File: src/rtl/paralelo_serial_param.sv
// Multi-lane parallel-to-serial transmitter: SYNC_COUNT idle words after reset, then user words or IDLE fill.
// Latency: a word starts after the next boundary edge following its accept (<= WIDTH cycles); ready_out is combinational.

module paralelo_serial_lane #(
  parameter int WIDTH     = 8,
  parameter bit MSB_FIRST = 1'b1
) (
  input  logic             clk_32f,
  input  logic             reset,
  input  logic             i_load,
  input  logic             i_shift,
  input  logic [WIDTH-1:0] i_word,
  output logic             o_bit
);

  logic [WIDTH-1:0] r_shift;

  always_ff @(posedge clk_32f or negedge reset) begin
    if (!reset) begin
      r_shift <= '0;
    end else if (i_load) begin
      r_shift <= i_word;
    end else if (i_shift) begin
      r_shift <= MSB_FIRST ? (r_shift << 1) : (r_shift >> 1);
    end
  end

  assign o_bit = MSB_FIRST ? r_shift[WIDTH-1] : r_shift[0];

endmodule

module paralelo_serial_param #(
  parameter int               WIDTH      = 8,
  parameter int               LANES      = 1,
  parameter bit               MSB_FIRST  = 1'b1,
  parameter logic [WIDTH-1:0] IDLE_WORD  = WIDTH'(8'hBC),
  parameter int               SYNC_COUNT = 4
) (
  input  logic                   clk_32f,
  input  logic                   reset,
  input  logic [WIDTH*LANES-1:0] data_in,
  input  logic                   valid_in,
  output logic                   ready_out,
  output logic [LANES-1:0]       data_out,
  output logic                   frame_start,
  output logic                   idle_out
);

  localparam int CW = (WIDTH > 1) ? $clog2(WIDTH) : 1;
  localparam int SW = (SYNC_COUNT > 1) ? $clog2(SYNC_COUNT) : 1;
  localparam logic [CW-1:0] CNT_LAST  = CW'(WIDTH - 1);
  localparam logic [SW-1:0] SYNC_LAST = SW'(SYNC_COUNT - 1);

  typedef enum logic [1:0] {
    S_RESET  = 2'd0,
    S_SYNC   = 2'd1,
    S_ACTIVE = 2'd2
  } state_t;

  state_t                 r_state;
  state_t                 w_state_nxt;
  logic [CW-1:0]          r_cnt;
  logic [SW-1:0]          r_sync_cnt;
  logic [WIDTH*LANES-1:0] r_hold;
  logic                   r_hold_full;
  logic                   r_idle;

  logic w_boundary;
  logic w_sync_last;
  logic w_accept;
  logic w_load;
  logic w_load_user;
  logic w_shift;

  assign w_boundary  = (r_cnt == CNT_LAST);
  assign w_sync_last = (r_sync_cnt == SYNC_LAST);
  assign w_accept    = valid_in && ready_out;
  // S_RESET loads the first sync word; afterwards every boundary loads a word.
  assign w_load      = (r_state == S_RESET) || w_boundary;
  assign w_load_user = (r_state == S_ACTIVE) && w_boundary && r_hold_full;
  assign w_shift     = (r_state != S_RESET) && !w_boundary;

  always_ff @(posedge clk_32f or negedge reset) begin
    if (!reset) begin
      r_state <= S_RESET;
    end else begin
      r_state <= w_state_nxt;
    end
  end

  always_comb begin
    w_state_nxt = r_state;
    case (r_state)
      S_RESET:  w_state_nxt = S_SYNC;
      S_SYNC:   if (w_boundary && w_sync_last) w_state_nxt = S_ACTIVE;
      S_ACTIVE: w_state_nxt = S_ACTIVE;
      default:  w_state_nxt = S_RESET;
    endcase
  end

  always_comb begin
    ready_out   = 1'b0;
    frame_start = 1'b0;
    if (r_state == S_ACTIVE) begin
      ready_out = !r_hold_full || w_boundary;
    end
    if (r_state != S_RESET) begin
      frame_start = (r_cnt == '0);
    end
  end

  always_ff @(posedge clk_32f or negedge reset) begin
    if (!reset) begin
      r_cnt      <= '0;
      r_sync_cnt <= '0;
    end else if (r_state == S_RESET) begin
      r_cnt      <= '0;
      r_sync_cnt <= '0;
    end else if (w_boundary) begin
      r_cnt <= '0;
      if (r_state == S_SYNC) begin
        r_sync_cnt <= r_sync_cnt + SW'(1);
      end
    end else begin
      r_cnt <= r_cnt + CW'(1);
    end
  end

  // A same-edge accept refills the hold just emptied by the boundary load.
  always_ff @(posedge clk_32f or negedge reset) begin
    if (!reset) begin
      r_hold      <= '0;
      r_hold_full <= 1'b0;
    end else begin
      if (w_load_user) begin
        r_hold_full <= 1'b0;
      end
      if (w_accept) begin
        r_hold      <= data_in;
        r_hold_full <= 1'b1;
      end
    end
  end

  always_ff @(posedge clk_32f or negedge reset) begin
    if (!reset) begin
      r_idle <= 1'b0;
    end else if (w_load) begin
      r_idle <= !w_load_user;
    end
  end

  assign idle_out = r_idle;

  for (genvar k = 0; k < LANES; k++) begin : g_lane
    logic [WIDTH-1:0] w_word;
    assign w_word = w_load_user ? r_hold[k*WIDTH +: WIDTH] : IDLE_WORD;

    paralelo_serial_lane #(
      .WIDTH     (WIDTH),
      .MSB_FIRST (MSB_FIRST)
    ) u_lane (
      .clk_32f (clk_32f),
      .reset   (reset),
      .i_load  (w_load),
      .i_shift (w_shift),
      .i_word  (w_word),
      .o_bit   (data_out[k])
    );
  end

endmodule

File: config.mk
export PLATFORM = sky130hd
export DESIGN_NAME = paralelo_serial_param
export DESIGN_NICKNAME = d
export VERILOG_FILES = /design/src/rtl/paralelo_serial_param.sv
export SDC_FILE = /design/constraint.sdc
export NUM_CORES = 1
export LEC_CHECK = 0
export CELL_PAD_IN_SITES_DETAIL_PLACEMENT = 2
export CELL_PAD_IN_SITES_GLOBAL_PLACEMENT = 2
export CORE_ASPECT_RATIO = 0.5
export CORE_MARGIN = 2
export CORE_UTILIZATION = 38
export DETAILED_ROUTE_END_ITERATION = 16
export GPL_ROUTABILITY_DRIVEN = 0
export PLACE_DENSITY = 0.82
export SYNTH_ARGS = -nofsm -noshare
export SYNTH_HDL_FRONTEND = slang
export SYNTH_HIERARCHICAL = 1
export SYNTH_SLANG_ARGS = --single-unit
File: constraint.sdc
create_clock -name clk_32f -period 5.3 [get_ports clk_32f]
set_clock_uncertainty 0.2 [all_clocks]
set_input_delay 0.53 -clock clk_32f [delete_from_list [all_inputs] [get_ports clk_32f]]
set_output_delay 0.53 -clock clk_32f [all_outputs]
set_load 0.03 [all_outputs]
==> out/qor.csv <==
metric,value,unit
chip width,83.26,µm
power density over cell area,261.2,nW/µm²
Netlist cell types,23,
Final Total Pwr,0.3690,mW
clock-pin slew on the worst setup and hold paths,0.08,ns
number of synthesis warnings,6,
final instance area,1413,µm²
PortBufs,14,
clk_lat worst skew,0.27,ns
Congestion Overflow GR,0,
Max-Cap Viols,0,
clk root buf,clkbuf_8,
DR vias,781,
Routed WL,2393,µm
vias in the first global route,848,
status,"finished, final reports clean",
Sink Count,25,
hold path cells,1,
clock tree from TritonCTS,built,
hold crit path type,flop to flop,
number of post-CTS setup repair buffers,0,
1st-iter DRT viols,19,
RR Startpoint,r_cnt[0]$_DFF_PN0_,
"worst slack, placed",2.816,ns
Slew @ Worst Pin,0.4045,ns
Routed Antenna Nets,0,
critical path class,flop to primary output,
sequential cell area,625.6,µm²
first-pass GRT wire length,4264,µm
total die area,3633,µm²
1st-pass router iterations,2,
Synth Area per Inst,11.48,µm²
Achievable Freq,361.0,MHz
Synth Flop Type,dfrtp_1,
Placeable Area,2995,µm²
critical path capture point type,primary output,
RSZ-0062 raised after global routing,no,
Max Slew Vio Count,0,
largest net degree at the start of global routing,26,
"Cell Area, Synth",1194,µm²
Multi-input gate area,518.0,µm²
"Endpoint, Worst Hold",r_cnt[0]$_DFF_PN0_,
hpwl dp,1693,µm
Crit path top cell by count,ha_1,
CTS Hold Bufs,0,
Fin Hold WS,0.2695,ns
fin nets,139,
post_cts resized,0,
peak supply drop,0.1713,mV
Synth top cells by count,"25 x dfrtp_1, 14 x nand2_1, 10 x mux2_2",
setup slack after layout,2.530,ns
final hold vios,0,
Die H,43.63,µm
WL/cell,14.96,µm
Initial Utilization,0.3985,
Synth Register Bits,25,
reg2reg path depth,6,
CTS Buf Count,3,
sequential cell area fraction in the yosys report,0.5241,
share of layout cells above drive strength 1,0.1583,
Leak,0.6703,nW
Syn Nets,122,
ys async rst share,1.000,
"top cells by area, synth","dfrtp_1 52%, mux2_2 9.4%, ha_1 7.3%, mux2i_1 5.9%, nand2_1 4.4%",
Post-synth EDFFs,0,
R2R Setup Slk,2.90,ns
All-Layer GR Usage,0.1616,
drc violations,0,
relative slew slack,0.7300,
DP Area,1364,µm²
hold wc startpoint,r_cnt[0]$_DFF_PN0_,
crit path time final,2.770,ns
crit-path cells,ha_1 -> ha_1 -> inv_2 -> a21boi_0 -> clkdlybuf4s50_1,
Reg-to-Reg End,g_lane[0].u_lane/r_shift[1]$_DFFE_PN0P_,
data required time of the worst path,4.57,ns
initial antenna violation count,0,
Critical-path top delay cell,clkdlybuf4s50_1,
htree depth,1,
"Area growth, synth to finish",18.34,%
Worst Path Max Fanout,7,
ant diodes,0,
fillers,310,
final period utilization,0.5226,
Synth top area share,0.5241,
Final setup viols,0,
Yosys top cell by area,dfrtp_1,
I/O pin count,15,
Crit path largest cell delay,0.70,ns
sum of negative setup slack,0,ns
Vias/cell,4.881,
startpoint class of the critical path,flop,
Worst Path Arrival,2.04,ns
gate count after technology mapping,104,
standard-cell rows,14,
most frequent cell after synthesis,dfrtp_1,
Max Root-Sink Buffers,2,
[critical path, delay by kind of cell (launching register included)]
family                   cells  cell delay [ns]
flip-flops                   1             0.38
buffers and inverters        2             0.78
adder cells (fa/ha/maj)      2             0.43
AO/OA/AOI/OAI                1             0.18
[final cells by class]
cell class              instances  share of cell area
clock inverters                 1            0.005314
repair buffers                 15              0.1045
flip-flops and latches         25              0.4429
inverters                       6             0.01594
multi-input cells              70              0.3667
well taps                      40             0.03543
clock buffers                   3             0.02923
[where the power goes]
group          internal [mW]  leakage [nW]  total (mW)  switching, mW
sequential             0.205         0.314       0.212        0.00766
clock                 0.0535        0.0217       0.119         0.0659
combinational         0.0213         0.334      0.0371         0.0159
[registers in the layout, indices dropped and copies added, names as in the netlist]
register	cells
idle_out	1
r_sync_cnt	2
g_lane.u_lane/r_shift	8
r_hold	8
r_cnt	3
r_state	2
r_hold_full	1
[routing by layer]
metal	GRT usage	up-vias	wire length, µm
li1	-	373	-
met4	0.06885	0	12
met5	0	-	0
met1	0.1891	395	1070
met3	0.05905	2	83
met2	0.2774	11	1226
[cell families after synthesis]
family          Yosys count  synth area share
mux                      17            0.1530
flops                    25            0.5241
simple gates             33            0.1363
compound gates           12           0.06393
fa+ha+maj                 7           0.07337
buf+inv                   9           0.04192
xor+xnor                  1          0.007339
[how the worst max path moves through the flow]
stage                  startpoint        end  slack (ns)  depth (start not counted)
2_1_floorplan  r_cnt[0]$_DFF_PN0_  ready_out        3.08                          4
3_3_place_gp   r_cnt[0]$_DFF_PN0_  ready_out        2.88                          5
3_5_place_dp   r_cnt[0]$_DFF_PN0_  ready_out        2.82                          5
4_1_cts        r_cnt[0]$_DFF_PN0_  ready_out        2.51                          5
5_1_grt        r_cnt[0]$_DFF_PN0_  ready_out        2.38                          5
6_report       r_cnt[0]$_DFF_PN0_  ready_out        2.53                          5
[stage by stage]
step,util,std cells
global route,0.4716,160
global placement,0.4553,156
detailed placement,0.4553,156
finish,0.4716,160
floorplan,-,104
CTS,0.4716,160
[placed cells by master (no fill, tap or decap), drive strengths merged, types with 2 or more instances in the layout]
cell / Yosys / routed
o21ai: 8 / 8
nand2b: 6 / 6
dfrtp: 25 / 25
a21oi: 2 / 2
mux2: 10 / 10
ha: 7 / 7
nor2: 4 / 4
nand2: 14 / 14
clkdlybuf4s50: 0 / 14
and2: 4 / 4
inv: 6 / 6
mux2i: 7 / 7
a21boi: 2 / 2
clkbuf: 0 / 3
(Power assumes the default switching activity.)
